File: src/rtl/banked_osc_fsm.sv
`default_nettype none
// ============================================================================
//  Module      : banked_osc_fsm
//  Description : Moore {bank, phase} oscillator. Steps the phase within the
//                current bank when enabled, or moves to the neighbouring bank
//                (direction selectable) when a switch is requested. Supports
//                synchronous load and registered wrap / bank-change pulses.
//                Optional macro SW_EDGE_EN: switch request is edge-detected
//                (one switch per rising edge of sw) instead of level-sensitive.
//  Revision    : 1.0  initial release
// ============================================================================
module banked_osc_fsm #(
   parameter int NUM_BANKS = 2,
   parameter int PHASES    = 2,
   localparam int BANK_W   = (NUM_BANKS > 1) ? $clog2(NUM_BANKS) : 1,
   localparam int PHASE_W  = (PHASES > 1) ? $clog2(PHASES) : 1
) (
   input  logic                      clk,
   input  logic                      rst,
   input  logic                      en,
   input  logic                      sw,
   input  logic                      dir,
   input  logic                      ld,
   input  logic [BANK_W-1:0]         ld_bank,
   input  logic [PHASE_W-1:0]        ld_phase,
   output logic [BANK_W+PHASE_W-1:0] state_out,
   output logic                      y,
   output logic                      wrap,
   output logic                      bank_chg
);

   localparam logic [BANK_W-1:0]  c_BANK_MAX  = BANK_W'(NUM_BANKS - 1);
   localparam logic [BANK_W-1:0]  c_BANK_ONE  = BANK_W'(1);
   localparam logic [PHASE_W-1:0] c_PHASE_MAX = PHASE_W'(PHASES - 1);
   localparam logic [PHASE_W-1:0] c_PHASE_ONE = PHASE_W'(1);

   logic [BANK_W-1:0]  bank_q,  bank_d;
   logic [PHASE_W-1:0] phase_q, phase_d;
   logic               y_q,        y_d;
   logic               wrap_q,     wrap_d;
   logic               bank_chg_q, bank_chg_d;
   logic               w_sw_act;
   logic               w_bad_state;

`ifdef SW_EDGE_EN
   logic sw_q;

   // Track previous sw every cycle so a rising edge seen while disabled is lost
   always_ff @(posedge clk or posedge rst) begin
      if (rst) sw_q <= 1'b0;
      else     sw_q <= sw;
   end

   assign w_sw_act = sw & ~sw_q;
`else
   assign w_sw_act = sw;
`endif

   // Encodings past the last bank/phase are unreachable except by upset
   assign w_bad_state = (bank_q > c_BANK_MAX) || (phase_q > c_PHASE_MAX);

   // Next-state and pulse decode: load beats switch beats step beats hold
   always_comb begin
      bank_d     = bank_q;
      phase_d    = phase_q;
      wrap_d     = 1'b0;
      bank_chg_d = 1'b0;
      if (ld) begin
         bank_d  = (ld_bank  > c_BANK_MAX)  ? '0 : ld_bank;
         phase_d = (ld_phase > c_PHASE_MAX) ? '0 : ld_phase;
      end else if (w_bad_state) begin
         bank_d  = '0;
         phase_d = '0;
      end else if (en && w_sw_act) begin
         if (dir) bank_d = (bank_q == '0) ? c_BANK_MAX : (bank_q - c_BANK_ONE);
         else     bank_d = (bank_q == c_BANK_MAX) ? '0 : (bank_q + c_BANK_ONE);
         bank_chg_d = 1'b1;
      end else if (en) begin
         if (phase_q == c_PHASE_MAX) begin
            phase_d = '0;
            wrap_d  = 1'b1;
         end else begin
            phase_d = phase_q + c_PHASE_ONE;
         end
      end
      y_d = (phase_d == c_PHASE_MAX);
   end

   // State and registered outputs; y is decoded from the next phase so it
   // lines up with the state it describes
   always_ff @(posedge clk or posedge rst) begin
      if (rst) begin
         bank_q     <= '0;
         phase_q    <= '0;
         y_q        <= 1'b0;
         wrap_q     <= 1'b0;
         bank_chg_q <= 1'b0;
      end else begin
         bank_q     <= bank_d;
         phase_q    <= phase_d;
         y_q        <= y_d;
         wrap_q     <= wrap_d;
         bank_chg_q <= bank_chg_d;
      end
   end

   assign state_out = {bank_q, phase_q};
   assign y         = y_q;
   assign wrap      = wrap_q;
   assign bank_chg  = bank_chg_q;

endmodule
`default_nettype wire
File: config.mk
export PLATFORM = sky130hd
export DESIGN_NAME = banked_osc_fsm
export DESIGN_NICKNAME = d
export VERILOG_FILES = /design/src/rtl/banked_osc_fsm.sv
export SDC_FILE = /design/constraint.sdc
export NUM_CORES = 1
export LEC_CHECK = 0
export ABC_AREA = 1
export CAP_MARGIN = 0
export CORE_AREA = 4 4 41 43
export DETAILED_ROUTE_END_ITERATION = 8
export DIE_AREA = 0 0 45 47
export MAX_ROUTING_LAYER = met4
export PLACE_DENSITY = 0.43
export SLEW_MARGIN = 20
export SYNTH_ARGS = -nofsm -noshare
export SYNTH_HDL_FRONTEND = slang
export SYNTH_SLANG_ARGS = --single-unit
File: constraint.sdc
create_clock -name clk -period 2 [get_ports clk]
set_input_delay 0.4 -clock clk [delete_from_list [all_inputs] [get_ports clk]]
set_output_delay 0.4 -clock clk [all_outputs]
set_load 0.03 [all_outputs]
* Word-level counts from Yosys, hierarchy flattened
Cells that the tools add are included.
Widths: inputs -> output; s select.
** Operators by class
- Add/sub/neg operators :: 3
- Multipliers :: 0
- Divide/modulo/power cells :: 0
- Magnitude comparators :: 4
- Eq/ne operators :: 1
- Shifts and indexed selects :: 0
- Muxes and demuxes :: 21
- Bitwise operators :: 0
- Reduce and logical (&&, ||, !) cells :: 5
** Operators with widths (number)
- $mux 1 :: 21
- $reduce_bool 3->1 :: 2
- $gt 1x1->1 const B :: 4
- $ne 3x3->1 const B :: 1
- $add 1x1->1 const B :: 2
- $reduce_and 2->1 :: 1
- $logic_and 1x1->1 :: 1
- $logic_or 1x1->1 :: 1
- $sub 1x1->1 const B :: 1
** Word-level totals
- Bits in registers :: 4
- Bits in latches :: 0
- Memory bits (writable) :: 0
- Bits in read-only memories :: 0
- Input bits :: 8
- Memories :: 0

* Longest topological paths before layout
- Depth after elaboration :: 6
- Depth in mapped cells :: 5

* Worst setup path before layout
OpenSTA, ideal clock, no wires.
- Kind :: flip-flop to output port
- From :: reg y (netlist name)
- To :: out state_out[0]
- Arrival :: 0.752 ns
- Data required time :: 1.600 ns
- Setup slack :: 0.848 ns
- Stages on the path, launching flop included :: 2
- Path buffers :: 1
- Path through :: dfrtp_1 > buf_4
** RTL lines
- end, declared :: RTL line 26 : output logic [BANK_W+PHASE_W-1:0] state_out,

* Worst setup path in the final report
- From :: reg y_q (netlist: y)
- To :: out y
** RTL lines
- start, declared :: RTL line 39 : logic y_q, y_d;
- start signal, assigned :: RTL line 101 : y_q <= y_d;
- end, declared :: RTL line 27 : output logic y,
No word-level cell between the ends.

==> flow_summary_export.csv <==
group,metric,value,unit
outcome,outcome,"complete, no violations",
synth,syn_area,214,sq um
clock_network,htreeDepth,1,
timing,setup_viol,0,
synth,ys_warn_count,0,
clock_network,cts_hold_buffers,0,
pwr,power.internal,0.187,mW
route,num_vias,186,
floorplanning,die_h,47,um
run,drv_cap,0,
synth,ys_types,13,
pwr,switchingPower,0.0706,mW
timing,finalMaxSlewViolations,0,
floorplanning,coreArea,0.00130,sq mm
route,wl,417,um
layout,finish.utilization,26.5,%
clock_network,cts_buffers,3,
pwr,p_leak,0.165,nW
pwr,power_frac_seq,36.1,%
pwr,ir_worst_vdd,0.228,mV
synth,synth_fp_nets,36,
place,port_buffers,11,
pwr,switching_share,27.4,%
worst_setup_path,worst_r2r_endpoint,"y",
floorplanning,die-area,0.00212,sq mm
layout,drive_gt1_share,10.3,%
global_route,antenna_found_initial,0,
clock_network,clk_path_buf_depth,2,
synth,ys_ff_latch,4,
synth,ys_async_sr_fraction,100,%
clock_network,path_clk_slew,0.04,ns
clock_network,post_cts_resized,0,
timing,rsz0062_at_grt,"false",
pwr,clkPwrFrac,36.9,%
place,place_ws,0.511,ns
pwr,power-per-cell-area,747,mW/mm^2
synth,synth_seq_area_share,46.8,%
hold_path,hp-class,"in2async",
timing,finalCritPeriodShare,86.1,%
layout,final_cells,54,
global_route,overflow,0,
route,drcViolationCount,0,
global_route,grt.total_usage,5.09,%
clock_network,clk_latency,0.23,ns
floorplanning,rows,13,
pwr,p_comb_share,27.0,%
place,placedCellCount,51,
timing,setup_ws,0.278,ns
route,avgViaCountPerCell,3.44,
worst_setup_path,r2r_cells,3,
worst_setup_path,arrival,1.32,ns
synth,synth_edf_count,0,
layout,areaGrowthSynthToFinish,61.4,%
synth,synth_ff_type,"dfrtp_1",
worst_setup_path,cp_max_fo,5,
clock_network,tritoncts,"built",
timing,fmax,581,MHz
timing,tightest_slew,0.306,ns
route,firstDrtPassIters,3,
timing,finClkSkew,0.00000427,ns
worst_setup_path,crit_family,"buffers and inverters",
global_route,grt_pass1_wl,662,um
worst_setup_path,crit_slowest_cell,"clkdlybuf4s50_1",
worst_setup_path,startpoint_type,"flop",
timing,hold_viol,0,
clock_network,cts.root.buffer_cell,"clkbuf_4",
layout,antenna_cells,0,
worst_setup_path,worstPathRequired,1.60,ns
worst_setup_path,path_buf_inv,1,
worst_setup_path,worst-setup-path-type,"reg2out",
floorplanning,ios,13,
worst_setup_path,r2r_start,"y",
route,wl_per_cell,7.72,um
synth,syn_inst,28,
global_route,grt_max_degree,10,
worst_setup_path,worstSetupEndpointType,"output port",
synth,ys_top_cells_by_count,"nand2_1 (9), dfrtp_1 (4), inv_1 (4)",
layout,fill_cells,151,
synth,synth_top_cell_area_share,46.8,%
floorplanning,start_util,16.4,%
timing,fin_crit,1.72,ns
worst_setup_path,slowest_delay,0.70,ns
layout,layout.nets,49,
synth,yosys.area.top_type,"dfrtp_1",
synth,avgSynthCellArea,7.64,sq um
route,drt_iter0_drc,1,
place,gp_congestion,0.739,
synth,post-synth-top-count-cell,"nand2_1",
worst_setup_path,crit_chain,"clkdlybuf4s50_1",
floorplanning,die_w,45,um
timing,hold_ws,0.356,ns
place,post-dp-hpwl,338,um
worst_setup_path,cp.depth,1,
worst_setup_path,rrSetupSlack,1.23,ns
global_route,first_global_vias,191,
timing,fin_tns_setup,0,ns
route,ant_nets,0,
timing,slew_headroom,79.5,%
clock_network,cts_sinks,4,
clock_network,post_cts_buffers,0,
synth,yosys-top-cells-area,"dfrtp_1 (47%), nand2_1 (16%), buf_4 (7.0%)",
==> worst reg2reg max path: stages (launching register included) <==
cell,delay [ns]
dfrtp_1,0.41
o21ai_0,0.17
nand2_1,0.07
nand2_1,0.06
==> power groups by stage <==
stage | Sequential, mW | Clock, mW | Combinational [mW]
finish | 0.0931 | 0.0953 | 0.0696
global route | 0.0941 | 0.102 | 0.0757
CTS | 0.0934 | 0.102 | 0.0703
detailed placement | 0.0943 | 0 | 0.0701
global placement | 0.0940 | 0 | 0.0701
floorplan | 0.102 | 0 | 0.0355
==> logic make-up after synthesis <==
logic type	count (synthesis)	share of synthesized area [%]
compound gates	4	10.5
buf+inv	7	16.4
flops	4	46.8
simple gates	13	26.3
==> worst max-delay path by stage <==
stage                     start           end  slack (ns)
after floorplan               y  state_out[0]        0.85
final                         y             y        0.28
after global placement        y             y        0.52
after detailed placement      y  state_out[0]        0.51
after CTS                     y  state_out[0]        0.26
after global routing          y             y        0.24
==> registers in the layout, indices dropped and copies added, names as in the netlist <==
name and count:
bank_chg 1, bank_q 1, wrap 1, y 1
==> layer usage <==
metal | global-route usage, % | vias to the layer above | share of wire, %
met2 | 5.08 | 11 | 38
met1 | 6.00 | 70 | 48
met4 | 8.77 | 0 | 0
met5 | - | - | 0
li1 | - | 105 | -
met3 | 1.15 | 0 | 14
==> stage by stage <==
| stage | instance area (sq um) | power, mW |
|---|---|---|
| floorplan | 214 | 0.137 |
| global placement | 323 | 0.164 |
| detailed placement | 323 | 0.164 |
| CTS | 345 | 0.266 |
| global route | 345 | 0.272 |
| finish | 345 | 0.258 |
==> placed cells by master, fill, tap and decap left out <==
cell type | synthesis | routed
clkdlybuf4s50_1 | 0 | 11
nand2_1 | 9 | 9
inv_1 | 4 | 4
dfrtp_1 | 4 | 4
clkbuf_4 | 0 | 3
a21oi_1 | 1 | 1
o21bai_1 | 1 | 1
o21ai_0 | 1 | 1
nor2_2 | 1 | 1
nand3_1 | 1 | 1
nor2_1 | 1 | 1
o21ai_1 | 1 | 1
nand3b_1 | 1 | 1
==> layout make-up <==
cell class | count | area [sq um] | share of cell area, %
timing repair buffer | 11 | 110 | 31.9
sequential | 4 | 100 | 29.0
multi-input combinational | 17 | 78.8 | 22.8
clock buffer | 3 | 22.5 | 6.52
tap | 15 | 18.8 | 5.43
inverter | 4 | 15.0 | 4.35
Power figures use the tool's default switching activity.
